**src/rtl/vga_sync_decoder.sv**
```systemverilog
`default_nettype none
// ============================================================================
// Module   : vga_sync_decoder
// Desc     : Recovers raster position from hsync/vsync/DE, measures line and
//            frame geometry and reports lock once timing is stable.
// Config   : define SYNC_POL_DETECT_EN to learn sync polarity from the input
// Revision : 1.0 - initial release
// ============================================================================
module vga_sync_decoder #(
    parameter int XW          = 10,
    parameter int YW          = 10,
    parameter int LOCK_FRAMES = 2,
    parameter bit HSYNC_POL   = 1'b0,
    parameter bit VSYNC_POL   = 1'b0
) (
    input  logic          pixelClk,
    input  logic          rst,
    input  logic          hsync,
    input  logic          vsync,
    input  logic          dataValid,
    output logic [XW-1:0] pixelX,
    output logic [YW-1:0] pixelY,
    output logic          pixelValid,
    output logic          lineStart,
    output logic          frameStart,
    output logic [XW-1:0] activeWidth,
    output logic [YW-1:0] activeHeight,
    output logic [XW-1:0] lineTotal,
    output logic          locked,
    output logic          timingErr
);

    localparam int            MW          = (LOCK_FRAMES < 2) ? 1 : $clog2(LOCK_FRAMES + 1);
    localparam logic [XW-1:0] C_X_MAX     = '1;
    localparam logic [YW-1:0] C_Y_MAX     = '1;
    localparam logic [MW-1:0] C_LOCK_LAST = MW'(LOCK_FRAMES - 1);

    typedef enum logic [1:0] {
        SEARCH  = 2'd0,
        MEASURE = 2'd1,
        VERIFY  = 2'd2,
        LOCKED  = 2'd3
    } state_t;

    state_t        r_state;
    logic          r_hs_q, r_vs_q, r_de_q;
    logic          r_hs_prev, r_vs_prev, r_de_prev;
    logic          w_hs, w_vs, w_hs_edge, w_vs_edge, w_de_rise, w_de_fall;
    logic          w_pol_change;
    logic [XW-1:0] r_col, r_line, w_total_new, w_width_now, w_total_now;
    logic [YW-1:0] r_row, w_row_next;
    logic          w_col_sat, w_line_sat;
    logic [XW-1:0] r_ref_w, r_ref_t;
    logic [YW-1:0] r_ref_h;
    logic [MW-1:0] r_match;
    logic          r_frame_bad, w_line_bad, w_sync_in_de, w_frame_ok;

    // Previous-level registers reset high so a sync already active at reset
    // release is not taken as a leading edge.
    always_ff @(posedge pixelClk) begin
        if (rst) begin
            r_hs_q    <= 1'b0;
            r_vs_q    <= 1'b0;
            r_de_q    <= 1'b0;
            r_hs_prev <= 1'b1;
            r_vs_prev <= 1'b1;
            r_de_prev <= 1'b0;
        end else begin
            r_hs_q    <= hsync;
            r_vs_q    <= vsync;
            r_de_q    <= dataValid;
            r_hs_prev <= w_hs;
            r_vs_prev <= w_vs;
            r_de_prev <= r_de_q;
        end
    end

`ifdef SYNC_POL_DETECT_EN
    logic r_hs_pol, r_vs_pol;

    // Syncs are idle at the start of active video, so their level there is
    // the inactive level.
    always_ff @(posedge pixelClk) begin
        if (rst) begin
            r_hs_pol <= 1'b0;
            r_vs_pol <= 1'b0;
        end else if (w_de_rise) begin
            r_hs_pol <= ~r_hs_q;
            r_vs_pol <= ~r_vs_q;
        end
    end

    assign w_hs         = (r_hs_q == r_hs_pol);
    assign w_vs         = (r_vs_q == r_vs_pol);
    assign w_pol_change = w_de_rise & (((~r_hs_q) != r_hs_pol) | ((~r_vs_q) != r_vs_pol));
`else
    assign w_hs         = (r_hs_q == HSYNC_POL);
    assign w_vs         = (r_vs_q == VSYNC_POL);
    assign w_pol_change = 1'b0;
`endif

    assign w_hs_edge   = w_hs & ~r_hs_prev;
    assign w_vs_edge   = w_vs & ~r_vs_prev;
    assign w_de_rise   = r_de_q & ~r_de_prev;
    assign w_de_fall   = ~r_de_q & r_de_prev;

    assign w_col_sat   = r_de_q & ~w_de_rise & (r_col == C_X_MAX);
    assign w_line_sat  = (r_line == C_X_MAX);
    assign w_total_new = w_line_sat ? r_line : r_line + 1'b1;
    assign w_row_next  = (w_de_fall && (r_row != C_Y_MAX)) ? r_row + 1'b1 : r_row;

    always_ff @(posedge pixelClk) begin
        if (rst) begin
            pixelX       <= '0;
            pixelY       <= '0;
            pixelValid   <= 1'b0;
            lineStart    <= 1'b0;
            frameStart   <= 1'b0;
            activeWidth  <= '0;
            activeHeight <= '0;
            lineTotal    <= '0;
            r_col        <= '0;
            r_row        <= '0;
            r_line       <= '0;
        end else begin
            pixelValid <= r_de_q;
            lineStart  <= w_hs_edge;
            frameStart <= w_vs_edge;
            if (r_de_q) begin
                pixelX <= w_de_rise ? '0 : r_col;
                pixelY <= r_row;
            end

            if (w_de_rise) begin
                r_col <= XW'(1);
            end else if (r_de_q && !w_col_sat) begin
                r_col <= r_col + 1'b1;
            end
            if (w_de_fall) begin
                activeWidth <= r_col;
            end

            if (w_hs_edge) begin
                lineTotal <= w_total_new;
                r_line    <= '0;
            end else if (!w_line_sat) begin
                r_line <= r_line + 1'b1;
            end

            // The row count already includes a DE fall in this same cycle.
            if (w_vs_edge) begin
                activeHeight <= w_row_next;
                r_row        <= '0;
            end else begin
                r_row <= w_row_next;
            end
        end
    end

    assign w_width_now  = w_de_fall ? r_col : activeWidth;
    assign w_total_now  = w_hs_edge ? w_total_new : lineTotal;
    assign w_line_bad   = (w_de_fall & (r_col != r_ref_w))
                        | (w_hs_edge & (w_total_new != r_ref_t))
                        | w_col_sat | w_line_sat | w_pol_change;
    // A sync asserted during active video means the assumed polarity is
    // wrong; such a frame never counts toward lock.
    assign w_sync_in_de = r_de_q & (w_hs | w_vs);
    assign w_frame_ok   = ~r_frame_bad & ~w_line_bad & ~w_sync_in_de
                        & (w_row_next == r_ref_h);

    always_ff @(posedge pixelClk) begin
        if (rst) begin
            r_state     <= SEARCH;
            locked      <= 1'b0;
            timingErr   <= 1'b0;
            r_match     <= '0;
            r_ref_w     <= '0;
            r_ref_h     <= '0;
            r_ref_t     <= '0;
            r_frame_bad <= 1'b0;
        end else begin
            if (w_vs_edge) begin
                r_frame_bad <= 1'b0;
            end else if (w_line_bad || w_sync_in_de) begin
                r_frame_bad <= 1'b1;
            end

            case (r_state)
                SEARCH: begin
                    if (w_vs_edge) begin
                        r_state <= MEASURE;
                    end
                end
                MEASURE: begin
                    if (w_vs_edge) begin
                        r_ref_w <= w_width_now;
                        r_ref_h <= w_row_next;
                        r_ref_t <= w_total_now;
                        r_match <= '0;
                        r_state <= VERIFY;
                    end
                end
                VERIFY: begin
                    if (w_vs_edge) begin
                        if (w_frame_ok) begin
                            r_match <= r_match + 1'b1;
                            if (r_match == C_LOCK_LAST) begin
                                r_state <= LOCKED;
                                locked  <= 1'b1;
                            end
                        end else begin
                            r_ref_w <= w_width_now;
                            r_ref_h <= w_row_next;
                            r_ref_t <= w_total_now;
                            r_match <= '0;
                        end
                    end
                end
                LOCKED: begin
                    if (w_line_bad || (w_vs_edge && (w_row_next != r_ref_h))) begin
                        timingErr <= 1'b1;
                        locked    <= 1'b0;
                        r_state   <= SEARCH;
                    end
                end
                default: begin
                    r_state <= SEARCH;
                    locked  <= 1'b0;
                end
            endcase
        end
    end

endmodule
`default_nettype wire
```
**config.mk**
```make
export PLATFORM = sky130hd
export DESIGN_NAME = vga_sync_decoder
export DESIGN_NICKNAME = d
export VERILOG_FILES = /design/src/rtl/vga_sync_decoder.sv
export SDC_FILE = /design/constraint.sdc
export NUM_CORES = 1
export LEC_CHECK = 0
export ABC_AREA = 1
export CAP_MARGIN = 20
export CELL_PAD_IN_SITES_DETAIL_PLACEMENT = 1
export CELL_PAD_IN_SITES_GLOBAL_PLACEMENT = 1
export CORE_MARGIN = 2
export CORE_UTILIZATION = 44
export DETAILED_ROUTE_END_ITERATION = 7
export GPL_TIMING_DRIVEN = 0
export PLACE_DENSITY = 0.92
export SYNTH_ARGS = -nofsm -noshare
export SYNTH_HDL_FRONTEND = slang
export SYNTH_SLANG_ARGS = --single-unit
```
**constraint.sdc**
```tcl
create_clock -name pixelClk -period 3.61 [get_ports pixelClk]
set_input_delay 0.9025 -clock pixelClk [delete_from_list [all_inputs] [get_ports pixelClk]]
set_output_delay 0.9025 -clock pixelClk [all_outputs]
set_load 0.1 [all_outputs]
```
==> results.json <==
{
  "outcome": "finished, final reports clean",
  "grt_pass1_vias": 6386,
  "drc": 0,
  "track_usage_pct": 28.21,
  "power.switching_uw": 1171,
  "first_iter_violations": 372,
  "crit_arrival_ns": 3.51,
  "critPathLaunchType": "register",
  "fin_util_pct": 55.82,
  "nets": 942,
  "period_needed_ns": 3.145,
  "ctsResizeCount": 0,
  "grt_max_degree": 17,
  "syn_nets": 863,
  "fin_area_mm2": 0.007363,
  "start_util_pct": 44.82,
  "cts_buffer_depth": 2,
  "async_flop_share_pct": 0,
  "max_slew_margin_pct": 34.57,
  "synth_cell_types": 33,
  "cts_tree": "done",
  "drive_gt1_share_pct": 9.574,
  "cts.sinks": 125,
  "maxCapViolCount": 0,
  "pwr-share-clk_pct": 45.8,
  "routed_wirelength_um": 19360,
  "reg2reg_to": "r_ref_t[2]$_SDFFE_PP0P_",
  "internal_power_uw": 2882,
  "maxSlewViolCount": 0,
  "htreeDepth": 4,
  "dpl_cell_area_mm2": 0.006723,
  "final_cells": 1116,
  "avgSynthCellArea_um2": 6.963,
  "synthTopCellsByArea": "dfxtp_1 42%, nand2_1 14%, nor2_1 7.2%",
  "tns_ns": 0,
  "dpl_worst_slack_ns": 0.5889,
  "finalHoldViolations": 0,
  "synth_simple_gate_area_share_pct": 35.83,
  "p_leak_uw": 0.003041,
  "antenna_found_initial": 0,
  "post-cts-setup-buffers": 0,
  "p_per_area_mw_per_mm2": 550.4,
  "grt_overflow_total": 0,
  "ir_drop_mv": 0.3582,
  "dr.pass1.iters": 4,
  "synth-adder-area-share_pct": 1.905,
  "fin_crit_sh_pct": 87.11,
  "vias_per_cell": 5.326,
  "fp.coreArea_mm2": 0.01319,
  "reg2reg_from": "r_row[0]$_SDFF_PP0_",
  "min_path_type": "reg2reg",
  "muxShareOfSynthArea_pct": 0,
  "final_cell_mix": "224 x nand2_1, 125 x dfxtp_1, 113 x nor2_1",
  "synth-edff-count": 0,
  "synthCells": 849,
  "rows": 42,
  "p_comb_share_pct": 17.0,
  "netlist_area_mm2": 0.005912,
  "whs_endpoint": "r_hs_prev$_SDFF_PP1_",
  "synth_largest_area_cell": "dfxtp_1",
  "ios": 60,
  "fmax_mhz": 318.0,
  "switching_share_pct": 28.89,
  "worst_slack_ns": 0.4654,
  "hold_path_depth": 1,
  "seqPwrFrac_pct": 37.2,
  "ys.flop_type": "dfxtp_1",
  "grt_pass1_wl_um": 31530,
  "crit_required_ns": 3.98,
  "grt_setup_unrepaired": "no",
  "wire_per_inst_um": 17.35,
  "crit_type": "reg2reg",
  "area_delta_synth_final_pct": 24.55,
  "antenna-diode-count": 0,
  "place.gp.congestion": 0.8888,
  "cts_hold_buf": 0,
  "dp_cells": 1084,
  "clk_pin_slew_ns": 0.05,
  "antenna_left": 0,
  "die_w_um": 119.9,
  "port-buffer-count": 59,
  "dpl.hpwl_um": 13250,
  "final_common_cell": "nand2_1",
  "seq_area_frac_synth_pct": 42.33,
  "endpoint_kind": "register",
  "rrSetupSlack_ns": 0.47,
  "num_vias": 5944,
  "clk-insertion-delay-late_ns": 0.43,
  "clock_skew_ns": 0.009751,
  "clockRootBuffer": "clkbuf_16",
  "synth_compound_area_share_pct": 10.26,
  "finalSetupViolCount": 0,
  "synthXorXnorAreaFrac_pct": 1.037,
  "worst_pin_slew_ns": 0.9784,
  "crit_fanout": 10,
  "ys_ff_latch": 125,
  "dieHeight_um": 119.9,
  "yosys_warnings": 0,
  "r2r_cells": 19,
  "synth_top_area_share_pct": 42.33,
  "synth_top_family_by_area": "simple AND/OR/NAND/NOR gates",
  "cts_made_buffers": 17,
  "hp-start": "r_hs_q$_SDFF_PP0_",
  "dieArea_mm2": 0.01438
}
==> synthesized netlist by cell type (4+ instances only) <==
library cell and count:
dfxtp_1 125, a21oi_2 11, xnor2_1 4, inv_1 90, ha_1 9, nor2_1 113
nand3_1 75, nand2_2 11, inv_2 5, nand2_1 224, nor3_1 5, nand3b_1 7
a21oi_1 45, nand4_1 10, nand3_2 14, o21ai_0 51, buf_2 6, clkbuf_1 16
==> state kept, by name (all words and copies together) (netlist names), 10 cells and up <==
name / flops
r_ref_w: 10
r_row: 10
activeHeight: 10
r_col: 10
activeWidth: 10
pixelY: 10
lineTotal: 10
r_ref_t: 10
r_line: 10
pixelX: 10
r_ref_h: 10
==> logic make-up after synthesis <==
group | after synthesis
buffers and inverters | 125
DFF | 125
AOI/OAI and AO/OA | 111
xor gates and xnor gates | 7
adders and majority gates | 9
and+or+nand+nor | 472
==> per-layer routing <==
layer  wire length, um  global-route usage, %
met1              8331                  33.42
met5                 0                      0
met3               788                  5.751
met4               532                  12.13
met2              9708                  49.29
==> worst max-delay path by stage <==
stage / from / to / slack (ns) / cells after the start
after detailed placement: r_row[0]$_SDFF_PP0_ / r_ref_w[3]$_SDFFE_PP0P_ / 0.59 / 19
after floorplan: pixelValid$_SDFF_PP0_ / r_ref_w[9]$_SDFFE_PP0P_ / 0.71 / 17
after global placement: r_row[0]$_SDFF_PP0_ / r_ref_t[2]$_SDFFE_PP0P_ / 0.69 / 19
after CTS: r_row[0]$_SDFF_PP0_ / r_ref_t[2]$_SDFFE_PP0P_ / 0.47 / 19
final: r_row[0]$_SDFF_PP0_ / r_ref_t[2]$_SDFFE_PP0P_ / 0.47 / 19
after global routing: r_row[0]$_SDFF_PP0_ / r_ref_t[2]$_SDFFE_PP0P_ / 0.17 / 19
==> power groups by stage <==
stage	logic, uW	registers, uW	clock network [uW]
2_1_floorplan	330	1700	0
3_3_place_gp	647	1530	0
3_5_place_dp	669	1530	0
4_1_cts	688	1510	1860
5_1_grt	751	1510	1920
6_report	689	1510	1860
==> critical path, stage by stage, from the launching register on <==
cell,delay [ns]
dfxtp_1,0.49
ha_1,0.35
nand2_1,0.10
nor2_2,0.09
nand3_2,0.20
nand2_4,0.17
nand2_1,0.11
nand2_2,0.13
nand2_1,0.06
nand2_1,0.08
nand2_1,0.06
nor2_1,0.15
nand3_2,0.15
nor2_4,0.21
nand2_2,0.10
buf_6,0.17
buf_6,0.15
nand3_1,0.08
nand2_1,0.09
a21oi_2,0.11
==> area by class of cell <==
type	instances	area (um^2)
buffer	29	150.1
tap	176	220.2
multi-input combinational	599	2899
fill	1703	5827
clock inverter	6	130.1
clock buffer	25	505.5
sequential	125	2502
timing repair buffer	60	595.6
inverter	96	360.3
==> stage by stage <==
step,hold WS (ns),total power (uW)
final,0.4389,4053
after CTS,0.4416,4057
after global placement,0.3944,2177
after detailed placement,0.4090,2202
after floorplan,0.3791,2027
after global routing,0.4644,4189
(Power assumes the default switching activity.)
